## src/rtl/shape_layers.sv

```systemverilog
// Prioritised solid-colour rectangle compositor over the LCD timing counters.
// Double-buffered config applied at frame start; optional per-frame edge bounce.
module shape_layers #(
   parameter int unsigned N_RECTS  = 4,
   parameter int unsigned H_ACTIVE = 800,
   parameter int unsigned V_ACTIVE = 480,
   parameter logic [15:0] BG_COLOR = 16'h0000,
   parameter int unsigned AW       = $clog2(N_RECTS) + 3
) (
   input  logic          PixelClk,
   input  logic          Reset,
   input  logic [15:0]   PixelCount,
   input  logic [15:0]   LineCount,
   input  logic          InDE,
   input  logic          cfg_wr,
   input  logic [AW-1:0] cfg_addr,
   input  logic [15:0]   cfg_data,
   input  logic          cfg_commit,
   output logic          cfg_pending,
   output logic          LCD_DE,
   output logic [4:0]    LCD_R,
   output logic [5:0]    LCD_G,
   output logic [4:0]    LCD_B
);

   typedef struct packed {
      logic [15:0] left;
      logic [15:0] right;
      logic [15:0] top;
      logic [15:0] bottom;
      logic [15:0] color;
      logic        en;
      logic        bounce;
      logic [7:0]  dy;
      logic [7:0]  dx;
   } rect_t;

   typedef enum logic {StIdle, StPending} state_e;

   localparam logic signed [16:0] XMax = 17'(H_ACTIVE - 1);
   localparam logic signed [16:0] YMax = 17'(V_ACTIVE - 1);

   state_e         state_q, state_d;
   rect_t          shd_q [N_RECTS];
   rect_t          shd_d [N_RECTS];
   rect_t          act_q [N_RECTS];
   rect_t          act_d [N_RECTS];
   logic [15:0]    px_q, px_d, py_q, py_d;
   logic           de1_q, de1_d, de2_q, de2_d;
   logic [15:0]    rgb_q, rgb_d;
   logic [15:0]    hit_color;
   logic           frame_start, do_copy;
   logic [AW-1:0]  wr_idx;
   logic [2:0]     wr_fld;
   logic signed [16:0] lo_n, hi_n;

   function automatic logic [7:0] neg8(input logic [7:0] v);
      return (v == 8'h80) ? 8'h7F : 8'(-v);
   endfunction

   assign frame_start = (PixelCount == 16'd0) && (LineCount == 16'd0);
   // A commit arriving on the frame-start cycle itself is honoured immediately.
   assign do_copy     = frame_start && ((state_q == StPending) || cfg_commit);
   assign wr_idx      = cfg_addr >> 3;
   assign wr_fld      = cfg_addr[2:0];

   always_comb begin
      state_d = state_q;
      if (do_copy) begin
         state_d = StIdle;
      end else if (cfg_commit) begin
         state_d = StPending;
      end
   end

   always_comb begin
      for (int i = 0; i < N_RECTS; i++) begin
         shd_d[i] = shd_q[i];
         if (cfg_wr && (wr_idx == AW'(i))) begin
            case (wr_fld)
               3'd0: shd_d[i].left   = cfg_data;
               3'd1: shd_d[i].right  = cfg_data;
               3'd2: shd_d[i].top    = cfg_data;
               3'd3: shd_d[i].bottom = cfg_data;
               3'd4: shd_d[i].color  = cfg_data;
               3'd5: begin
                  shd_d[i].en     = cfg_data[0];
                  shd_d[i].bounce = cfg_data[1];
               end
               3'd6: begin
                  shd_d[i].dx = cfg_data[7:0];
                  shd_d[i].dy = cfg_data[15:8];
               end
               default: ;
            endcase
         end
      end
   end

   always_comb begin
      lo_n = '0;
      hi_n = '0;
      for (int i = 0; i < N_RECTS; i++) begin
         act_d[i] = act_q[i];
         if (do_copy) begin
            act_d[i] = shd_q[i];
         end else if (frame_start && act_q[i].en && act_q[i].bounce) begin
            lo_n = $signed({1'b0, act_q[i].left}) + $signed({{9{act_q[i].dx[7]}}, act_q[i].dx});
            hi_n = $signed({1'b0, act_q[i].right}) + $signed({{9{act_q[i].dx[7]}}, act_q[i].dx});
            if (lo_n[16] || (hi_n > XMax)) begin
               act_d[i].dx = neg8(act_q[i].dx);
            end else begin
               act_d[i].left  = lo_n[15:0];
               act_d[i].right = hi_n[15:0];
            end
            lo_n = $signed({1'b0, act_q[i].top}) + $signed({{9{act_q[i].dy[7]}}, act_q[i].dy});
            hi_n = $signed({1'b0, act_q[i].bottom}) + $signed({{9{act_q[i].dy[7]}}, act_q[i].dy});
            if (lo_n[16] || (hi_n > YMax)) begin
               act_d[i].dy = neg8(act_q[i].dy);
            end else begin
               act_d[i].top    = lo_n[15:0];
               act_d[i].bottom = hi_n[15:0];
            end
         end
      end
   end

   // Stage 1 holds the counters; the hit test reads the already-updated active set.
   always_comb begin
      px_d      = PixelCount;
      py_d      = LineCount;
      de1_d     = InDE;
      hit_color = BG_COLOR;
      for (int i = int'(N_RECTS) - 1; i >= 0; i--) begin
         if (act_q[i].en && (act_q[i].left <= px_q) && (px_q <= act_q[i].right) &&
             (act_q[i].top <= py_q) && (py_q <= act_q[i].bottom)) begin
            hit_color = act_q[i].color;
         end
      end
      de2_d = de1_q;
      rgb_d = de1_q ? hit_color : 16'h0000;
   end

   always_ff @(posedge PixelClk) begin
      if (Reset) begin
         state_q <= StIdle;
         px_q    <= '0;
         py_q    <= '0;
         de1_q   <= 1'b0;
         de2_q   <= 1'b0;
         rgb_q   <= '0;
         for (int i = 0; i < N_RECTS; i++) begin
            shd_q[i] <= '0;
            act_q[i] <= '0;
         end
      end else begin
         state_q <= state_d;
         px_q    <= px_d;
         py_q    <= py_d;
         de1_q   <= de1_d;
         de2_q   <= de2_d;
         rgb_q   <= rgb_d;
         for (int i = 0; i < N_RECTS; i++) begin
            shd_q[i] <= shd_d[i];
            act_q[i] <= act_d[i];
         end
      end
   end

   assign cfg_pending = (state_q == StPending);
   assign LCD_DE      = de2_q;
   assign LCD_R       = rgb_q[15:11];
   assign LCD_G       = rgb_q[10:5];
   assign LCD_B       = rgb_q[4:0];

endmodule

```

## config.mk

```make
export PLATFORM = sky130hd
export DESIGN_NAME = shape_layers
export DESIGN_NICKNAME = d
export VERILOG_FILES = /design/src/rtl/shape_layers.sv
export SDC_FILE = /design/constraint.sdc
export NUM_CORES = 2
export LEC_CHECK = 0
export CAP_MARGIN = 20
export CORE_MARGIN = 2
export CORE_UTILIZATION = 59
export DETAILED_ROUTE_END_ITERATION = 10
export PLACE_DENSITY = 0.87
export RECOVER_POWER = 50
export SYNTH_ARGS = -nofsm -noshare
export SYNTH_HDL_FRONTEND = slang
export SYNTH_SLANG_ARGS = --single-unit
```

## constraint.sdc

```tcl
create_clock -name PixelClk -period 10.25 [get_ports PixelClk]
set_input_delay 2.05 -clock PixelClk [delete_from_list [all_inputs] [get_ports PixelClk]]
set_output_delay 2.05 -clock PixelClk [all_outputs]
set_load 0.01 [all_outputs]
```

# After elaboration in Yosys (flattened, before gate mapping)
# Memories as Yosys holds them, arrays and structs flattened.
# Cells that the tools add are included.
# Widths: inputs -> output; s select.
# totals
ff_bits	51
mem_bits_rw	784
input_bits	58
wordCells	218
mem_count	2
# classes
addsub	24
magnitude_cmp	24
eq_ne	17
muxes	91
n_bitwise	9
reduce_logical	45
# memory_table
memory	depth	word_bits	read_ports	rd_ports_with_merged_regs	write_ports	line	rtl
act_q	4	98	4	0	4	46	rect_t act_q [N_RECTS];
shd_q	4	98	4	0	4	44	rect_t shd_q [N_RECTS];
# op_table
cell	count
$mux 98	12
$mux 16	36
$mux 64	8
$add 17x8->17	16
$le 16x16->1	16
$mux 32	8
$mux 8	16
$mux 18	4
$gt 17x10->1 const B	4
$gt 17x11->1 const B	4
$eq 8x8->1 const B	8
$neg 8->8	8
$logic_not 16->1	2
$logic_and 1x1->1	30
$eq 3x3->1 const B	3
$logic_or 1x1->1	9
$mux 2	4
$or 1x1->1	8
$eq 3x2->1 const B	2
$logic_not 5->1	1
$eq 2x2->1 const B	2
$reduce_or 2->1	2
$eq 3x1->1 const B	1
$logic_not 3->1	1
other kinds (3)	5

# Depth between registers and ports, before layout
# An unclocked memory read counts as a cell.
# logic_depth
ltp_word	10
mapped_depth	16
mapped_depth_nobuf	14

# Least setup slack after synthesis
# OpenSTA, ideal clock, no wires.
# synth_path
kind	in2reg
start	input PixelCount[8]
end	memory act_q[1][12] (netlist bit)
setup_ns	0.120
arrival_ns	4.362
t_required_ns	10.130
setup_slack_ns	5.767
cell_stages	10
n_path_buf	4
cell_sequence	nor4_1 -> nand2_1 -> nor4_1 -> clkbuf_1 -> nor2b_1 -> clkbuf_1 -> buf_1 -> clkbuf_1 -> mux2i_1 -> a21oi_1
# synth_rtl
element	line	rtl
start: declaration	12	input logic [15:0] PixelCount,
end: declaration	46	

==> key figures <==
Floorplanning
  – Die height: 298.5 um
  – DIE AREA: 89090 sq um
  – Initial core utilization: 0.5980
  – Die width: 298.5 um
  – Rows: 107
  – CORE AREA: 85550 sq um
  – # IOs: 76

Clock tree
  – Root buffer cell: clkbuf_16
  – Clock latency on the worst-skew pair: 0.67 ns
  – Total CTS buffers: 90
  – CTS tree: done
  – Clk pin slew, worst setup/hold paths: 0.06 ns
  – Resize count post-CTS: 0
  – Sink Count: 835
  – H-tree depth: 3
  – Hold buffers post-CTS: 0
  – Clock Path Buffers: 3
  – Setup bufs post-CTS: 0

Power and ir drop
  – Switching Share: 0.2463
  – Clock power frac: 0.483
  – Sw power: 0.001756 W
  – Static leakage: 22.83 nW
  – Seq pwr share: 0.463
  – Power Density: 128.0 nW/um^2
  – IR drop worst, VDD: 0.1423 mV
  – Pint: 0.005376 W
  – Comb pwr share: 0.054

Timing
  – Final setup viols: 0
  – Final WS setup: 2.576 ns
  – Maximum operating frequency: 130.3 MHz
  – Slew Limit Fails: 371
  – Tcrit/Tclk final: 0.7487
  – Worst-margin pin slew: 4.646 ns
  – Max-slew headroom: -2.097
  – Fin Setup TNS: 0 ns
  – Final min period: 7.674 ns
  – RSZ-0062 raised after global routing: false
  – Layout Skew: 0.03543 ns
  – Final hold violations: 0

Worst setup path
  – Crit path DAT: 8.24 ns
  – Reg2Reg Launch Point: act_q[3][2]
  – R2R Setup Slk: 4.65 ns
  – Required time worst endpoint: 10.82 ns
  – Worst setup SP type: input pin
  – Setup crit end kind: flop
  – CP max FO: 104
  – Worst Reg2Reg Path Length in Cells: 13
  – Setup CP Type: in2reg
  – FF-to-FF End: act_q[3][72]

Status
  – Outcome: finished, violations left
  – Failing checks: max-capacitance violations, max-slew violations

Synth
  – Sequential area share after synthesis: 0.3267
  – EDFF count, synth: 0
  – Synth unique cells: 92
  – Cell area after synthesis: 51160 sq um
  – Largest area contributor in the netlist: dfxtp_1
  – Ys Warns: 0
  – Yosys reg bits: 835
  – Post-Syn Instances: 6544
  – Top cells by area, synth: dfxtp_1 33%, ha_1 13%, nand2_1 9.5%
  – Syn avg cell area: 7.818 sq um
  – Synth top area share: 0.3267
  – Prevailing post-synth register cell: dfxtp_1
  – Post-Syn Nets: 7138
  – Async set-reset flop share out of synthesis: 0

Global route
  – Initial antenna violation count: 4
  – Gr usage total: 0.3592
  – First-pass GRT wire length: 257000 um
  – Vias in the first global route: 46910
  – Global route total overflow: 0
  – Largest net degree at the start of global routing: 178

Hold path
  – Cells on Worst Hold Path: 2
  – WHS Endpoint: act_q[3][28]
  – Min-delay src: shd_q[3][28]
  – Hold Path Class: reg2reg

Final layout
  – Layout cells sized above 1: 0.05192
  – Final instance count without filler cells: 7679
  – NumNets Final: 7052
  – # fillers: 6851
  – Area Overhead vs Synth: 8.907%

Placed design
  – Placed insts: 7505
  – Detail Placement HPWL: 109900 um
  – Port Buffers: 75
  – Worst slack, placed: 4.143 ns
  – RePlAce Congestion: 0.9836

Drt
  – Residual DRC: 0
  – Routed wire length: 166700 um
  – Drt pass-1 iters: 6
  – Via density: 6.487
  – DRT antenna net count: 0
  – Routed via count: 49810
  – DR WL/cell: 21.71 um
  – DR iter-0 viols: 5900

Flow run
  – Maximum capacitance violations: 7
-- metrics by stage --
step | instance area [sq um] | hold WS, ns | utilization | power [W]
after global placement | 52560 | 0.4308 | 0.6143 | 0.003721
after CTS | 55720 | 0.4460 | 0.6513 | 0.007103
after floorplan | 51160 | 0.4249 | - | 0.003560
final | 55720 | 0.4415 | 0.6513 | 0.007132
after global routing | 55710 | 0.4643 | 0.6512 | 0.007268
after detailed placement | 52630 | 0.4371 | 0.6153 | 0.003734
-- power groups by stage --
stage          sequential, W  combinational (W)  clock, W
2_1_floorplan        0.00335           0.000212         0
3_3_place_gp         0.00337           0.000350         0
3_5_place_dp         0.00337           0.000362         0
4_1_cts              0.00330           0.000365   0.00344
5_1_grt              0.00330           0.000402   0.00356
6_report             0.00330           0.000383   0.00344
-- synthesized netlist by cell type (15+ instances only) --
| cell type | n |
|---|---|
| a311oi_1 | 24 |
| o21ai_0 | 257 |
| nor3b_1 | 18 |
| a31oi_1 | 43 |
| a21oi_1 | 776 |
| a211o_1 | 15 |
| nand4_1 | 81 |
| clkbuf_1 | 294 |
| or2_2 | 23 |
| buf_2 | 16 |
| nand2_1 | 1293 |
| dfxtp_1 | 835 |
| and3_1 | 35 |
| a22oi_1 | 44 |
| nand3b_1 | 21 |
| o31a_1 | 16 |
| a22o_1 | 17 |
| nor2b_1 | 103 |
| ha_1 | 520 |
| and2_1 | 29 |
| nor3_1 | 120 |
| xor2_1 | 57 |
| o21a_1 | 100 |
| nand2b_1 | 45 |
| nor2_1 | 450 |
| fa_1 | 16 |
| xnor2_1 | 115 |
| o21bai_1 | 33 |
| o31ai_1 | 23 |
| o211ai_1 | 56 |
| nand3_1 | 76 |
| mux2i_1 | 123 |
| nor4_1 | 46 |
| a221oi_1 | 18 |
| inv_1 | 261 |
| a211oi_1 | 117 |
| a21o_1 | 106 |
| or3_1 | 50 |
| o221a_2 | 35 |
-- flip-flops by register name (all words and copies together) (netlist names) --
signal,count
rgb_q,16
act_q,392
de1_q,1
px_q,16
cfg_pending,1
shd_q,392
LCD_DE,1
py_q,16
-- cell type report --
cell class | instances | area (sq um) | share of cell area
antenna | 6 | 15.01 | 0.0002695
multi-input combinational | 5124 | 32250 | 0.5788
inverter | 261 | 979.7 | 0.01758
clock inverter | 47 | 605.6 | 0.01087
sequential | 835 | 16720 | 0.3000
clock buffer | 116 | 2480 | 0.04451
timing repair buffer | 146 | 1241 | 0.02228
tap | 1144 | 1431 | 0.02569
-- cell families after synthesis --
kind of cell,Yosys count,share of synthesized area
compound gates,1844,0.2290
xor+xnor,172,0.02944
fa+ha+maj,536,0.1334
buf+inv,585,0.04383
flops,835,0.3267
mux,130,0.02561
simple gates,2442,0.2120
-- critical path, stage by stage --
cell and delay (ns):
buf_8 0.39, buf_4 0.65, clkbuf_1 3.28, buf_4 1.21, nor2_1 0.20, o221a_2 0.19
-- placed cells by master (no fill, tap or decap), types with 22 or more instances in the layout --
cell type and n:
dfxtp_1 835, a311oi_1 24, a31oi_1 42, ha_1 520
nand3_1 76, nor2b_1 102, o221a_2 34, a21o_1 106
dlygate4sd3_1 22, or2_2 23, nand4_1 81, o21ai_0 257
nor3_1 120, clkbuf_16 90, o31ai_1 23, a211oi_1 118
nand2b_1 45, inv_1 261, nand2_1 1293, a22oi_1 44
xor2_1 57, clkdlybuf4s50_1 36, o211ai_1 56, nor2_1 448
or3_1 50, o21a_1 100, xnor2_1 115, and2_1 28
a21oi_1 776, and3_1 35, mux2i_1 123, o21bai_1 33
buf_4 52, nor4_1 45, clkbuf_1 23
-- layer usage --
| layer | vias up | part of all wire | routed length [um] | track usage |
|---|---|---|---|---|
| met2 | 2876 | 0.43 | 71220 | 0.5526 |
| li1 | 23060 | - | - | - |
| met1 | 23170 | 0.38 | 63650 | 0.4547 |
| met5 | - | 0.00013 | 21 | 0 |
| met4 | 4 | 0.069 | 11570 | 0.2307 |
| met3 | 699 | 0.12 | 20280 | 0.08055 |
-- worst max-delay path by stage --
| stage | from | end | slack (ns) | depth (start not counted) |
|---|---|---|---|---|
| after global placement | PixelCount[2] | act_q[0][13] | 4.16 | 11 |
| final | Reset | act_q[1][41] | 2.58 | 6 |
| after detailed placement | PixelCount[2] | act_q[1][50] | 4.14 | 10 |
| after global routing | Reset | act_q[1][41] | 2.30 | 6 |
| after CTS | PixelCount[2] | act_q[0][13] | 4.80 | 11 |
| after floorplan | PixelCount[8] | act_q[1][12] | 5.77 | 10 |
Note: power is estimated with default switching activity, not from simulation.
